==> src/rtl/calc_pkg.sv <==
// calc_pkg: shared key codes, operator encodings, FSM states and helpers for the calculator entry stage.
//   Key codes 0-9 are digits; A-F are the command keys named below.
//   Operator encodings match the ALU op_sel bus.
package calc_pkg;

    localparam int          DEF_NDIG     = 4;
    localparam logic [15:0] DEF_ERR_WORD = 16'hFFFF;

    localparam logic [3:0] KEY_ADD = 4'hA;
    localparam logic [3:0] KEY_SUB = 4'hB;
    localparam logic [3:0] KEY_MUL = 4'hC;
    localparam logic [3:0] KEY_MOD = 4'hD;
    localparam logic [3:0] KEY_EQ  = 4'hE;
    localparam logic [3:0] KEY_CLR = 4'hF;

    localparam logic [1:0] OP_ADD = 2'd0;
    localparam logic [1:0] OP_SUB = 2'd1;
    localparam logic [1:0] OP_MUL = 2'd2;
    localparam logic [1:0] OP_MOD = 2'd3;

    typedef enum logic [2:0] {S_A, S_OP, S_B, S_EXEC, S_RES, S_ERR} state_t;

    function automatic logic is_digit(input logic [3:0] k);
        return k < 4'd10;
    endfunction

    function automatic logic is_op(input logic [3:0] k);
        return k >= KEY_ADD && k <= KEY_MOD;
    endfunction

    function automatic logic [1:0] key_to_op(input logic [3:0] k);
        logic [3:0] d;
        d = k - KEY_ADD;
        return d[1:0];
    endfunction

    // Number of significant digits, so a loaded value keeps a consistent digit count.
    function automatic logic [2:0] sig_digits(input logic [15:0] v);
        return v[15:12] != 4'd0 ? 3'd4 :
               v[11:8]  != 4'd0 ? 3'd3 :
               v[7:4]   != 4'd0 ? 3'd2 :
               v[3:0]   != 4'd0 ? 3'd1 : 3'd0;
    endfunction

endpackage

==> src/rtl/bcd_digit_reg.sv <==
// bcd_digit_reg: packed BCD operand register with digit count and leading-zero suppression.
//   clk, rst       clock and synchronous active-high reset
//   clr            empty the operand (may coincide with shift_en to restart with one digit)
//   load_en        replace the operand with load_val
//   load_val[15:0] BCD value to load
//   shift_en       shift digit in as the new least-significant digit
//   digit[3:0]     BCD digit to shift in
//   value[15:0]    current operand
//   full           NDIG digits held; further digits are dropped
module bcd_digit_reg
    import calc_pkg::*;
#(
    parameter int NDIG = DEF_NDIG
) (
    input  logic        clk,
    input  logic        rst,
    input  logic        clr,
    input  logic        load_en,
    input  logic [15:0] load_val,
    input  logic        shift_en,
    input  logic [3:0]  digit,
    output logic [15:0] value,
    output logic        full
);

    logic [2:0]  cnt;
    logic [15:0] base_v;
    logic [2:0]  base_c;

    // A clear in the same cycle as a shift starts a fresh operand with this digit.
    assign base_v = clr ? 16'h0 : value;
    assign base_c = clr ? 3'd0 : cnt;
    assign full   = cnt == 3'(NDIG);

    always_ff @(posedge clk) begin
        if (rst) begin
            value <= 16'h0;
            cnt   <= 3'd0;
        end else if (load_en) begin
            value <= load_val;
            cnt   <= sig_digits(load_val);
        end else if (shift_en && base_c != 3'(NDIG)) begin
            // Zero onto an empty operand is not counted as a digit.
            value <= {base_v[11:0], digit};
            cnt   <= (base_v == 16'h0 && digit == 4'd0) ? 3'd0 : base_c + 3'd1;
        end else begin
            value <= base_v;
            cnt   <= base_c;
        end
    end

endmodule

==> src/rtl/calc_entry_ctrl.sv <==
// calc_entry_ctrl: keypad entry FSM feeding the BCD ALU and driving the display word and flags.
//   key_valid/key_code/key_ready   keypad handshake; keys dropped while key_ready is low
//   op_a, op_b, op_sel             operand and operator buses to the ALU
//   sum, diff, prod, rem + flags   combinational ALU results
//   display, disp_neg, error       display word, sign and error indication
module calc_entry_ctrl
    import calc_pkg::*;
#(
    parameter int          NDIG     = DEF_NDIG,
    parameter logic [15:0] ERR_WORD = DEF_ERR_WORD
) (
    input  logic        clk,
    input  logic        rst,
    input  logic        key_valid,
    input  logic [3:0]  key_code,
    output logic        key_ready,
    output logic [15:0] op_a,
    output logic [15:0] op_b,
    output logic [1:0]  op_sel,
    input  logic [15:0] sum,
    input  logic [15:0] diff,
    input  logic [15:0] prod,
    input  logic [15:0] rem,
    input  logic        sum_cout,
    input  logic        diff_neg,
    input  logic        prod_ovf,
    input  logic        div0,
    output logic [15:0] display,
    output logic        disp_neg,
    output logic        error
);

    state_t      state, state_n;
    logic [15:0] res;
    logic        res_neg;
    logic        acc, dig, opk, eqk, clrk;
    logic        a_clr, a_shift, a_load, b_clr, b_shift, sel_ld, res_ld, clr_all;
    logic        a_full, b_full;
    logic        err_flag;
    logic [15:0] res_sel;

    assign key_ready = state != S_EXEC;
    assign acc       = key_valid & key_ready;
    assign dig       = acc & is_digit(key_code);
    assign opk       = acc & is_op(key_code);
    assign eqk       = acc & (key_code == KEY_EQ);
    assign clrk      = acc & (key_code == KEY_CLR);

    assign res_sel  = op_sel == OP_ADD ? sum  : op_sel == OP_SUB ? diff : op_sel == OP_MUL ? prod : rem;
    assign err_flag = op_sel == OP_ADD ? sum_cout : op_sel == OP_SUB ? 1'b0 : op_sel == OP_MUL ? prod_ovf : div0;

    always_comb begin
        state_n = state;
        a_clr   = 1'b0;
        a_shift = 1'b0;
        a_load  = 1'b0;
        b_clr   = 1'b0;
        b_shift = 1'b0;
        sel_ld  = 1'b0;
        res_ld  = 1'b0;
        clr_all = 1'b0;
        case (state)
            S_A: begin
                a_shift = dig & ~a_full;
                sel_ld  = opk;
                state_n = opk ? S_OP : S_A;
            end
            S_OP: begin
                sel_ld  = opk;
                b_clr   = dig;
                b_shift = dig;
                state_n = dig ? S_B : S_OP;
            end
            S_B: begin
                b_shift = dig & ~b_full;
                state_n = eqk ? S_EXEC : S_B;
            end
            S_EXEC: begin
                res_ld  = 1'b1;
                state_n = err_flag ? S_ERR : S_RES;
            end
            S_RES: begin
                if (dig) begin
                    a_clr   = 1'b1;
                    b_clr   = 1'b1;
                    a_shift = 1'b1;
                    state_n = S_A;
                end else if (opk && !res_neg) begin
                    // Chaining: the shown result becomes the next left operand.
                    a_load  = 1'b1;
                    sel_ld  = 1'b1;
                    b_clr   = 1'b1;
                    state_n = S_OP;
                end
            end
            S_ERR: state_n = S_ERR;
            default: state_n = S_A;
        endcase
        if (clrk) begin
            clr_all = 1'b1;
            a_clr   = 1'b1;
            b_clr   = 1'b1;
            a_shift = 1'b0;
            b_shift = 1'b0;
            a_load  = 1'b0;
            sel_ld  = 1'b0;
            state_n = S_A;
        end
    end

    always_ff @(posedge clk) begin
        if (rst) begin
            state   <= S_A;
            op_sel  <= OP_ADD;
            res     <= 16'h0;
            res_neg <= 1'b0;
        end else begin
            state <= state_n;
            if (clr_all)
                op_sel <= OP_ADD;
            else if (sel_ld)
                op_sel <= key_to_op(key_code);
            if (clr_all) begin
                res     <= 16'h0;
                res_neg <= 1'b0;
            end else if (res_ld) begin
                res     <= res_sel;
                res_neg <= (op_sel == OP_SUB) & diff_neg;
            end
        end
    end

    bcd_digit_reg #(.NDIG(NDIG)) u_a (
        .clk      (clk),
        .rst      (rst),
        .clr      (a_clr),
        .load_en  (a_load),
        .load_val (res),
        .shift_en (a_shift),
        .digit    (key_code),
        .value    (op_a),
        .full     (a_full)
    );

    bcd_digit_reg #(.NDIG(NDIG)) u_b (
        .clk      (clk),
        .rst      (rst),
        .clr      (b_clr),
        .load_en  (1'b0),
        .load_val (16'h0),
        .shift_en (b_shift),
        .digit    (key_code),
        .value    (op_b),
        .full     (b_full)
    );

    // Display tracks the operand being edited; op_b stays visible while the ALU settles.
    assign display  = state == S_RES ? res :
                      state == S_ERR ? ERR_WORD :
                      (state == S_B || state == S_EXEC) ? op_b : op_a;
    assign disp_neg = (state == S_RES) & res_neg;
    assign error    = state == S_ERR;

endmodule

==> config.mk <==
export PLATFORM = sky130hd
export DESIGN_NAME = calc_entry_ctrl
export DESIGN_NICKNAME = d
export VERILOG_FILES = /design/src/rtl/calc_pkg.sv /design/src/rtl/bcd_digit_reg.sv /design/src/rtl/calc_entry_ctrl.sv
export SDC_FILE = /design/constraint.sdc
export NUM_CORES = 1
export LEC_CHECK = 0
export CORE_ASPECT_RATIO = 0.75
export CORE_UTILIZATION = 30
export CTS_CLUSTER_SIZE = 40
export DETAILED_ROUTE_END_ITERATION = 10
export RECOVER_POWER = 100
export SYNTH_ARGS = -nofsm -noshare
export SYNTH_HDL_FRONTEND = slang
export SYNTH_SLANG_ARGS = --single-unit
==> constraint.sdc <==
create_clock -name clk -period 4.55 [get_ports clk]
set_input_delay 0.455 -clock clk [delete_from_list [all_inputs] [get_ports clk]]
set_output_delay 0.455 -clock clk [all_outputs]
set_load 0.03 [all_outputs]
==> results.md, run 1 <==
- The worst setup path is captured at a register.
- For this run, design rule violations remaining after detail routing come to 0.
- Counting every net in the synthesized netlist gives approximately 530.
- The maximum number of pins on one net before global-route repair is 59.
- In the final routed layout, each cell accounts on average for 16.9 um.
- The sum of net half-perimeters after detailed placement is 9270 um.
- The number of hold violations in the final report is 0.
- At the pin with the least slew margin, the transition time is around 1.3 ns.
- The effective utilization at floorplan is 0.309.
- The clock passes through at most 2 buffers.
- The flow ran to the end, and the final reports show no timing, DRC or antenna violations.
- The clock input transition at the sequential cells of the worst setup and hold paths is 0.05 ns.
- Setup slack on the critical path of the routed design comes to 0.856 ns.
- The number of clock sinks is 60.
- During placement, the flow inserted port buffers numbering between 100 and 150.
- The net count of the finished layout is 639.
- The root buffer cell chosen for the clock tree is sky130_fd_sc_hd__clkbuf_16.
- The weighted congestion reported at the end of routability-driven placement is 0.829.
- The most frequently used flop master after synthesis is sky130_fd_sc_hd__dfxtp_1.
- The worst setup slack before clock tree synthesis is 1.14 ns.
- For this run, the total global-route usage over all layers was measured as 0.191.
- Hold is met by 0.502 ns.
- For this run, the detailed router's first-pass iteration total came to 5.
- The via count of the first global-routing pass is 3680.
- The hold-critical path depth is 2.
- Synthesis produced 454 cells.
- The die area is between 10000 and 15000 sq um.
- The worst register-to-register path has a setup slack of 0.86 ns.
- The number of filler instances in the final layout is 1221.
- The required time reported for the critical path endpoint is 4.81 ns.
- Measured along the x axis, the die boundary spans 132 um.
- Data on the critical path arrives at its endpoint at ~4 ns.
- The sequential cells in the finished layout cover a total of between 1000 and 1500 sq um.
- The leakage power total is slightly below 0.002 uW.
- The detailed router finished its first iteration with 191 violations.
- The worst register-to-register path ends at u_b.value[14].
- In this run the count of I/O pins placed on the die edge is roughly 130.
- In the final layout, the share of cells above drive strength 1 is 0.0885.
- The multi-input gate area in the final layout is between 2000 and 2500 sq um.
- Once detail routing completed, the nets flagged for antenna violations numbered 0.
- The average via count per standard cell is 5.41.
- In this run the critical register-to-register path is launched from state[1].
- The number of violations of the max-capacitance limit is 0.
- The number of levels the H-tree was split into is 3.
- In this run, synthesis inferred 0 flip-flops with an integrated enable.
- The ratio of total power to cell area is around 260 nW/um^2.
- Following the worst setup path forward leads to its endpoint at u_b.value[14].
- The die span in y is roughly 100 um.
- The hold buffer count at cts is 0.
- The number of buffers inserted during clock tree synthesis is 9.
- The largest total area in the synthesized netlist belongs to sky130_fd_sc_hd__dfxtp_1.
- Of the available clock period, the critical path in the final layout requires 0.812.
- The worst register-to-register path has a depth of 10.
- The count of vias placed by the detailed router is 3952.
- The tightest slew margin relative to the limit is 0.112.
- The number of antenna violations at the first check in global routing came to 0.
- The share of the synthesized area in the top cell type is 0.315.
- Across the VDD grid, the largest voltage drop is 0.149 mV.
- Summing every instance area after synthesis gives 3810 sq um.
- Setup repair after global routing left no endpoint under its margin.
- For this run the aggregate overflow at the end of global routing stands at 0.
- The row count is 35.
- The clock tree from TritonCTS is yes.
- The class of the most critical hold timing path is reg -> reg.
- In the synthesized netlist the async set-or-reset flop fraction comes to 0.
- The startpoint type of the worst setup path is a register.
- For the final database, setup skew stands at 0.00665 ns.
- After routing, the total negative slack on setup checks comes to 0 ns.
- The core region area is between 10000 and 15000 sq um.
- The repair_antennas step left the layout with diodes totalling 0.
- Synthesis instantiated 58 different standard cells from the library.
- The global-route wire length before repair is 19600 um.
- Ranked by total cell area, the synthesized netlist is headed by sky130_fd_sc_hd__dfxtp_1, sky130_fd_sc_hd__mux4_2, sky130_fd_sc_hd__mux2i_1, sky130_fd_sc_hd__nand2_1, sky130_fd_sc_hd__a21oi_1.
- By startpoint and endpoint, the worst setup path is classified as reg -> reg.
- The clock latency of the later-clocked register in the worst-skew pair is about 0.34 ns.
- Counting tap cells, the placed design contains a total of 715 instances.
- The mean area per synthesized cell is ~8.4 sq um.
- Setup violations remaining at the end of the flow were counted as 0.
- Yosys printed 0 warnings.
- For this run, the register share of the synthesized area comes to 0.315.
- The total routed wirelength is 12300 um.
- The minimum clock period is approximately 3.7 ns.
- The startpoint of the lowest-slack hold path is u_b.value[13].
- Relative to the synthesized area, the layout overhead comes to 42.7%.
- Of all nets on the critical path, the largest fanout is 58.
- The count of state elements after synthesis is 60.
- The count of final max-slew check failures is 0.
- The finished layout holds about 730 standard cells, fillers aside.
- The startpoint of the worst setup timing path is state[1].
- The number of cells upsized or downsized after cts is 0.
- The achievable clock frequency is 0.271 GHz.
- After clock tree synthesis, the setup repair step added 0 buffers.
==> final cells by class <==
type | instances | area share
Multi-Input combinational cell | 344 | 0.434
Timing Repair Buffer | 136 | 0.246
Sequential cell | 60 | 0.221
Tap cell | 166 | 0.0382
Clock buffer | 11 | 0.0428
Clock inverter | 5 | 0.0115
Inverter | 9 | 0.00713
==> worst max-delay path: stages, from the launching register on <==
cell and delay [ns]:
sky130_fd_sc_hd__dfxtp_1 0.32, sky130_fd_sc_hd__clkbuf_2 0.88, sky130_fd_sc_hd__nand2b_1 0.21, sky130_fd_sc_hd__a21oi_1 0.06, sky130_fd_sc_hd__a21oi_1 0.62, sky130_fd_sc_hd__nand2_1 0.24, sky130_fd_sc_hd__ha_1 0.28, sky130_fd_sc_hd__a31oi_1 0.48
sky130_fd_sc_hd__buf_4 0.31, sky130_fd_sc_hd__nand2_1 0.08, sky130_fd_sc_hd__a21oi_1 0.13
==> worst min-delay path by stage <==
| stage | to | slack [ns] |
|---|---|---|
| after floorplan | res[11] | 0.46 |
| after CTS | u_b.value[13] | 0.51 |
| after detailed placement | u_b.value[13] | 0.50 |
| after global routing | u_b.value[13] | 0.53 |
| after global placement | res[0] | 0.50 |
| final | u_b.value[13] | 0.50 |
==> registers in the layout, indices dropped and copies added, names as in the netlist <==
register / count
op_sel: 2
u_a.value: 16
res_neg: 1
u_a.cnt: 3
state: 3
u_b.value: 16
u_b.cnt: 3
res: 16
==> synth_stat cells (2+ instances only) <==
library cell and n:
sky130_fd_sc_hd__nor2_1 26, sky130_fd_sc_hd__a31o_1 2, sky130_fd_sc_hd__buf_6 3, sky130_fd_sc_hd__nand4_1 3, sky130_fd_sc_hd__or2_2 3, sky130_fd_sc_hd__inv_1 8
sky130_fd_sc_hd__o21a_1 2, sky130_fd_sc_hd__buf_2 12, sky130_fd_sc_hd__ha_1 4, sky130_fd_sc_hd__buf_4 2, sky130_fd_sc_hd__nor2b_1 2, sky130_fd_sc_hd__o311ai_0 17
sky130_fd_sc_hd__a31oi_1 2, sky130_fd_sc_hd__o41ai_1 2, sky130_fd_sc_hd__clkbuf_1 23, sky130_fd_sc_hd__dfxtp_1 60, sky130_fd_sc_hd__o21ai_0 20, sky130_fd_sc_hd__nand2b_1 18
sky130_fd_sc_hd__nor4_1 12, sky130_fd_sc_hd__a221oi_1 5, sky130_fd_sc_hd__nor3_1 15, sky130_fd_sc_hd__or3_1 3, sky130_fd_sc_hd__mux2i_1 29, sky130_fd_sc_hd__nand3_1 6
sky130_fd_sc_hd__nand2_1 73, sky130_fd_sc_hd__a2bb2oi_1 12, sky130_fd_sc_hd__and3_1 2, sky130_fd_sc_hd__mux4_2 16, sky130_fd_sc_hd__a21oi_1 43
==> per-stage QoR <==
step | power (uW) | utilization | area [sq um]
floorplan | 656 | - | 3810
global placement | 753 | 0.418 | 5170
detailed placement | 756 | 0.418 | 5170
CTS | 1430 | 0.442 | 5460
global route | 1470 | 0.440 | 5440
finish | 1420 | 0.440 | 5440
==> cells by family after synthesis <==
family | share of synthesized area
AOI/OAI and AO/OA | 0.210
adders and majority gates | 0.0158
muxes | 0.174
xor gates and xnor gates | 0.00230
DFF | 0.315
buffers and inverters | 0.0624
and+or+nand+nor | 0.221
==> cell usage in the layout, fill, tap and decap left out, drive strengths merged, types with 4 or more instances in the layout <==
master and instances:
a2bb2oi 12, nor2 26, a21oi 44, nand3 7
nor4 12, inv 9, dfxtp 60, buf 8
dlygate4sd3 52, mux4 16, clkdlybuf4s50 75, nor3 15
o311ai 17, ha 4, nand2b 18, clkbuf 12
mux2i 29, a221oi 6, o21ai 21, nand2 73
==> routing by layer <==
layer,wire length (um),global-route usage,part of all wire,up-vias
li1,-,-,-,1892
met1,5980,0.272,0.48,1848
met2,5130,0.286,0.42,206
met3,1150,0.0505,0.093,6
met4,84,0.0486,0.0068,0
met5,0,0,0,-
==> power by group <==
group | switching (uW) | total (uW) | internal [uW]
Clock | 255 | 681 | 426
Combinational | 86.3 | 198 | 112
Sequential | 10.8 | 543 | 532
(Power assumes the default switching activity.)
==> inputs of run 2 (changes only) <==
clock period = 3.14 ns   (was 4.55 ns; I/O delays follow)
==> results.md, run 2 (synthesis results as in run 1) <==
- The flow ran to the end, and the final reports show no timing, DRC or antenna violations.
- The number of buffers inserted during clock tree synthesis came to 9 (unchanged).
- In this design, the critical path's most frequently occurring cell is sky130_fd_sc_hd__o21a_1.
- The maximum number of pins on one net before global-route repair is 46 (-22%).
- The startpoint of the lowest-slack hold path is res[14].
- The top cell types in the final layout, fill and taps aside, are sky130_fd_sc_hd__clkdlybuf4s50_1, sky130_fd_sc_hd__nand2_1, sky130_fd_sc_hd__dfxtp_1.
- In the final layout, the registers with the most flip-flops are res (16), u_a.value (16), u_b.value (16).
- The post-route setup TNS came to 0 ns (unchanged).
- The count of antenna diodes in the layout was 0 (unchanged).
- The die span in x is 132 um (unchanged).
- The number of clock sinks is 60 (unchanged).
- The effective utilization at floorplan was 0.309 (unchanged).
- The number of violations of the max-capacitance limit is 0 (unchanged).
- The via count of the first global-routing pass came to 3880 (+5.4%).
- The number of filler instances in the final layout is 1211 (-0.82%).
- The leakage power total is 0.00208 uW (+4.4%).
- The number of I/O port buffers is 127 (unchanged).
- The worst clock skew is 0.00515 ns (-0.00150 ns).
- The number of antenna violations at the first check in global routing is 0 (unchanged).
- TritonCTS built the clock tree.
- The clock input transition at the sequential cells of the worst setup and hold paths came to 0.05 ns (about the same).
- The critical setup path kind is in -> reg.
- Tracing the worst setup path back leads to its startpoint at key_code[2].
- The iteration count of the initial detailed-routing pass was 4 (-1).
- The leading cell type in the layout, fill and taps excluded is sky130_fd_sc_hd__clkdlybuf4s50_1.
- The ratio of total power to cell area is 403 nW/um^2 (+54%).
- The row count is 35 (unchanged).
- On the critical path, the stage with the largest delay is an instance of sky130_fd_sc_hd__dlygate4sd3_1.
- The global-route congestion overflow total is 0 (unchanged).
- The residual antenna-violating net count after detailed routing is 0 (unchanged).
- Traced cell by cell, the critical path runs through dlygate4sd3_1 > o21a_1 > o21a_1 > or2_2 > nand2_1 > ha_1 > and2_0 > a311oi_2 > buf_4 > mux2i_1 > a2bb2oi_1 > nor2_1.
- The largest voltage drop on the vdd net was 0.270 mV (+81%).
- The depth of the worst register-to-register path is 12 (+2).
- The hold-critical path depth is 2 (unchanged).
- The number of levels the H-tree was split into was 3 (unchanged).
- The number of cells upsized or downsized after cts is 0 (unchanged).
- The die area is 13200 sq um (unchanged).
- The total routed wirelength is 12500 um (+1.6%).
- The met2 usage in global routing is 0.302 (+0.0155).
- The detail-routed net length per standard cell is 16.9 um (-0.17%).
- Setup repair after global routing left no endpoint under its margin.
- The tightest slew margin relative to the limit is 0.352 (+0.240).
- The achievable clock frequency is 0.343 GHz.
- The fraction of the core area covered by cells at the end of the flow is 0.452 (+0.0119).
- The data arrival time of the worst path came to 3.13 ns (-0.82 ns).
- The count of endpoints failing setup in the final report came to 0 (unchanged).
- The sum of net half-perimeters after detailed placement is 9690 um (+4.6%).
- The minimum clock period is a little under 3 ns.
- The routing usage on met3 is 0.0535 (+0.00306).
- The total DRC errors in the routed layout is 0 (unchanged).
- The core region area was 12300 sq um (unchanged).
- The measured slew at the worst slew-check pin is 0.972 ns (-0.360 ns).
- In the finished design, the share of the clock period the worst path needs comes to 0.927.
- The routing layer with the top usage in global route is met2.
- The number of DRC markers after the initial detailed-route iteration is 240 (+26%).
- The global router's overall resource usage is 0.197 (+0.00508).
- The number of hold violations in the final report is 0 (unchanged).
- The startpoint type of the worst setup path is a primary input.
- The number of setup buffers added after CTS is 0 (unchanged).
- The number of buffers on the longest clock path is 2 (unchanged).
- The hold buffer count at cts was 0 (unchanged).
- The number of placed I/O pins is 128 (unchanged).
- The average via count per standard cell came to 5.42 (+0.27%).
- The weighted congestion reported at the end of routability-driven placement came to 0.946 (+14%).
- The fraction of final layout cells sized beyond drive strength 1 is 0.111 (+0.0222).
- The min-delay analysis places its worst path in the category reg -> reg.
- The count of vias placed by the detailed router is 4033 (+2.0%).
- The worst setup path is captured at a register.
- The fraction of met1 tracks used by global routing was 0.277 (+0.00522).
- The area growth from synthesis to layout is 46.5%.
- The required time reported for the critical path endpoint was 3.35 ns (-1.46 ns).
- The clock latency of the later-clocked register in the worst-skew pair is 0.33 ns (about the same).
- The buffer type at the clock tree root is sky130_fd_sc_hd__clkbuf_16.
- The reg-to-reg critical path startpoint is state[1].
- The number of nets in the final layout is 652 (+2.0%).
- The die span in y was 99.6 um (unchanged).
- The count of final max-slew check failures is 0 (unchanged).
- The longest individual stage delay on the worst path is 0.71 ns (-0.17 ns).
- The maximum fanout encountered on the critical timing path is 14 (-76%).
- The global-route wire length before repair is 20300 um (+3.5%).
[run 2: final timing paths]
| kind | endpoint | slack [ns] |
|---|---|---|
| max | u_a.value[9] | 0.23 |
| min | res[14] | 0.50 |
| max reg2reg | u_a.value[9] | 0.35 |
| min reg2reg | res[14] | 0.50 |
[run 2: area by class of cell]
cell class / instances / area [sq um] / area share
Inverter: 9 / 38.8 / 0.00694
Timing Repair Buffer: 149 / 1420 / 0.254
Tap cell: 166 / 208 / 0.0372
Multi-Input combinational cell: 344 / 2360 / 0.423
Sequential cell: 60 / 1200 / 0.215
Clock inverter: 4 / 95.1 / 0.0170
Clock buffer: 12 / 256 / 0.0459
[run 2: critical path: cells and delay by family]
| family | cells | cell delay [ns] |
|---|---|---|
| muxes | 1 | 0.24 |
| and+or+nand+nor | 4 | 0.46 |
| adders and majority gates | 1 | 0.19 |
| AOI/OAI and AO/OA | 4 | 0.88 |
| buffers and inverters | 2 | 1.02 |
[run 2: where the power goes]
part	internal [uW]	leakage, uW	total (uW)	switching (uW)
sequential	772	0.000485	786	14.0
combinational	169	0.00142	300	131
clock	817	0.000173	1160	346
total	1760	0.00208	2250	491
[run 2: metal layers]
layer | routed length (um) | share of wire | up-vias
met4 | 85 | 0.0068 | 0
met1 | 6230 | 0.50 | 1921
met5 | 0 | 0 | -
li1 | - | - | 1927
met3 | 948 | 0.076 | 9
met2 | 5270 | 0.42 | 176
[run 2: per-stage QoR]
stage / worst slack [ns] / hold slack [ns] / total power, uW / std cells / instance area (sq um)
after floorplan: 0.646 / 0.450 / 951 / 454 / 3810
after global placement: 0.131 / 0.491 / 1100 / 728 / 5260
after detailed placement: 0.00757 / 0.497 / 1110 / 728 / 5260
after CTS: 0.350 / 0.504 / 2270 / 744 / 5620
after global routing: 0.0930 / 0.538 / 2310 / 744 / 5590
final: 0.228 / 0.500 / 2250 / 744 / 5590
==> inputs of run 3 (changes only) <==
CORE_ASPECT_RATIO = 0.6   (was 0.75)
SYNTH_HIERARCHICAL = 1   (was default)
==> results.md, run 3 <==
- The total DRC errors in the routed layout came to 0 (unchanged).
- The startpoint type of the worst setup path is a primary input.
- Yosys attributes the largest share of cell area to sky130_fd_sc_hd__dfxtp_1, sky130_fd_sc_hd__mux4_2, sky130_fd_sc_hd__mux2_2, sky130_fd_sc_hd__nor2_1, sky130_fd_sc_hd__mux2i_1.
- The count of distinct cell types in the synthesized netlist was 59 (+1.7%).
- The most numerous cell in the Yosys netlist is sky130_fd_sc_hd__dfxtp_1.
- The tree is rooted in a sky130_fd_sc_hd__clkbuf_16.
- The count of final max-slew check failures is 0 (unchanged).
- The worst clock skew was 0.00385 ns (-0.00130 ns).
- The buffers plus inverters on the worst setup path is 3 (+1).
- The mean area per synthesized cell came to 8.77 sq um (+4.4%).
- The clock latency of the later-clocked register in the worst-skew pair is 0.33 ns (about the same).
- The number of nets in the final layout is 709 (+8.7%).
- The worst setup path is captured at a register.
- The placed standard-cell area was 5680 sq um (+7.9%).
- The fraction of final layout cells sized beyond drive strength 1 is 0.145 (+0.0342).
- The measured slew at the worst slew-check pin is 0.909 ns (-0.0631 ns).
- The count of state elements after synthesis was 60 (unchanged).
- The share of flip-flops with an asynchronous set or reset after synthesis came to 0 (unchanged).
- The post-route setup TNS is 0 ns (unchanged).
- The number of placed I/O pins is 128 (unchanged).
- The post-route clock period utilization is 0.909 (-0.0182).
- The total routed wirelength is 13900 um (+11%).
- The tightest slew margin relative to the limit came to 0.392 (+0.0398).
- The clock input transition at the sequential cells of the worst setup and hold paths is 0.05 ns (about the same).
- The number of antenna violations at the first check in global routing was 0 (unchanged).
- The proportion of synthesized chip area in sequential cells is 0.293 (-0.0224).
- The number of setup buffers added after CTS was 0 (unchanged).
- The largest registers in the layout are res (16), u_a/value (16), u_b/value (16).
- The number of violations of the max-capacitance limit was 0 (unchanged).
- The synthesis-to-layout area growth is 45.4%.
- In the layout the commonest cells are sky130_fd_sc_hd__clkdlybuf4s50_1, sky130_fd_sc_hd__dfxtp_1, sky130_fd_sc_hd__nor2_1.
- The largest voltage drop on the vdd net is 0.223 mV (-17%).
- The number of buffers on the longest clock path is 2 (unchanged).
- The sum of net half-perimeters after detailed placement is 10700 um (+10%).
- Grouping stages by cell kind, the critical path spends the most delay in buffers and inverters.
- The detail-routed net length per standard cell is 17.2 um (+2.2%).
- The die span in x came to 153 um (+16%).
- The number of enable-type register cells in the synthesized netlist is 0 (unchanged).
- The class of the most critical hold timing path is reg -> reg.
- The worst setup slack before clock tree synthesis came to 0.0791 ns (+0.0715 ns).
- The number of DRC markers after the initial detailed-route iteration is 291 (+21%).
- The ratio of total power to cell area is 407 nW/um^2 (+1.2%).
- The number of clock sinks is 60 (unchanged).
- The achievable clock frequency is 0.350 GHz (+2.0%).
- TritonCTS built the clock tree.
- The die area is 14200 sq um (+7.6%).
- The row count came to 32 (-8.6%).
- The residual antenna-violating net count after detailed routing is 0 (unchanged).
- The minimum clock period is 2.85 ns (-0.0571 ns).
- The number of buffers inserted during clock tree synthesis is 9 (unchanged).
- The effective utilization at floorplan is 0.313 (+0.00474).
- The flow ran to the end, and the final reports show no timing, DRC or antenna violations.
- The largest individual stage delay along the critical path comes from the cell sky130_fd_sc_hd__dlygate4sd3_1.
- The number of I/O port buffers is 127 (unchanged).
- The die span in y was 92.6 um (-7.1%).
- The required time reported for the critical path endpoint was 3.36 ns (about the same).
- The count of endpoints failing setup in the final report came to 0 (unchanged).
- The longest individual stage delay on the worst path was 0.61 ns (-0.10 ns).
- The most frequently used flop master after synthesis is sky130_fd_sc_hd__dfxtp_1.
- The maximum number of pins on one net before global-route repair was 35 (-24%).
- The core region area is 13100 sq um (+6.0%).
- Setup repair after global routing left no endpoint under its margin.
- The count of yosys warnings during synthesis is 6 (+6).
- The final critical-path setup slack is 0.286 ns (+0.0571 ns).
- The global router's overall resource usage came to 0.204 (+0.00759).
- The number of cells upsized or downsized after cts is 0 (unchanged).
- The data arrival time of the worst path is 3.07 ns (-0.06 ns).
- The number of levels the H-tree was split into is 3 (unchanged).
- The final cell area excluding filler cells is 5970 sq um (+6.8%).
- The share of the synthesized area in the top cell type is 0.293 (-0.0224).
- The leakage power total is 0.00236 uW (+14%).
- The maximum fanout encountered on the critical timing path is 16 (+2).
- The count of antenna diodes in the layout is 0 (unchanged).
- The count of vias placed by the detailed router is 4333 (+7.4%).
- The critical setup path kind is in -> reg.
- The number of standard cells after synthesis was 468 (+3.1%).
- The iteration count of the initial detailed-routing pass is 5 (+1).
- The global-route wire length before repair was 22800 um (+12%).
- The hold buffer count at cts is 0 (unchanged).
- The biggest area contributor in the post-synthesis netlist is sky130_fd_sc_hd__dfxtp_1.
- The post-synth design cell area is 4100 sq um (+7.6%).
- The weighted congestion reported at the end of routability-driven placement is 0.881 (-6.8%).
- The critical path goes through dlygate4sd3_1 > o21ai_2 > clkbuf_1 > nand3_1 > a21oi_1 > nand2b_1 > ha_1 > a21boi_4 > buf_12 > mux2_2 > a22oi_1 > nor2_1.
- The via count of the first global-routing pass came to 4389 (+13%).
- In the synthesized netlist, the cells that appear most often are sky130_fd_sc_hd__dfxtp_1, sky130_fd_sc_hd__nor2_1, sky130_fd_sc_hd__nand2_1, sky130_fd_sc_hd__a22oi_1, sky130_fd_sc_hd__mux2_2.
- The leading cell type in the layout, fill and taps excluded is sky130_fd_sc_hd__clkdlybuf4s50_1.
- The global-route congestion overflow total is 0 (unchanged).
- The average via count per standard cell was 5.38 (-0.70%).
- The number of hold violations in the final report is 0 (unchanged).
run 3: tightest hold or removal path: cells and delay by family, from the launching register on:
family	cells	cell delay, ns
AND/OR/NAND/NOR	1	0.06
flip-flops	1	0.33
AO/OA/AOI/OAI	1	0.05
run 3: metal layers:
| metal | up-vias | GRT usage | part of all wire |
|---|---|---|---|
| met5 | - | 0 | 0 |
| met4 | 0 | 0.0505 | 0.0045 |
| met3 | 9 | 0.0449 | 0.073 |
| met2 | 182 | 0.331 | 0.45 |
| met1 | 2076 | 0.275 | 0.47 |
| li1 | 2066 | - | - |
run 3: worst paths after layout:
check	from	to	slack, ns	cells after the start
min	res[6]	res[6]	0.49	2
max reg2reg	state[1]	u_b/value[6]	0.45	11
min reg2reg	res[6]	res[6]	0.49	2
max	key_code[2]	u_a/value[9]	0.29	12
run 3: area by class of cell:
| type | instances | area, sq um |
|---|---|---|
| fill | 1275 | 7130 |
| multi-input combinational | 393 | 2710 |
| timing repair buffer | 153 | 1450 |
| sequential | 60 | 1200 |
| clock buffer | 9 | 225 |
| tap | 170 | 213 |
| clock inverter | 7 | 115 |
| inverter | 13 | 48.8 |
run 3: cell families after synthesis:
kind of cell	share of synthesized area
muxes	0.198
buffers and inverters	0.0716
adders and majority gates	0.0122
and+or+nand+nor	0.207
AOI/OAI and AO/OA	0.216
other	0.000914
xor gates and xnor gates	0.00213
DFF	0.293
run 3: through the flow:
| step | util | total power [uW] | hold slack, ns | instances |
|---|---|---|---|---|
| 3_5_place_dp | 0.434 | 1320 | 0.490 | 789 |
| 6_report | 0.456 | 2430 | 0.491 | 805 |
| 2_1_floorplan | - | 1110 | 0.450 | 501 |
| 3_3_place_gp | 0.434 | 1320 | 0.482 | 789 |
| 4_1_cts | 0.460 | 2460 | 0.498 | 805 |
| 5_1_grt | 0.456 | 2520 | 0.518 | 805 |
run 3: where the power goes:
| group | switching (uW) | internal [uW] |
|---|---|---|
| combinational | 225 | 242 |
| sequential | 40.8 | 787 |
| clock | 365 | 771 |
| total | 631 | 1800 |
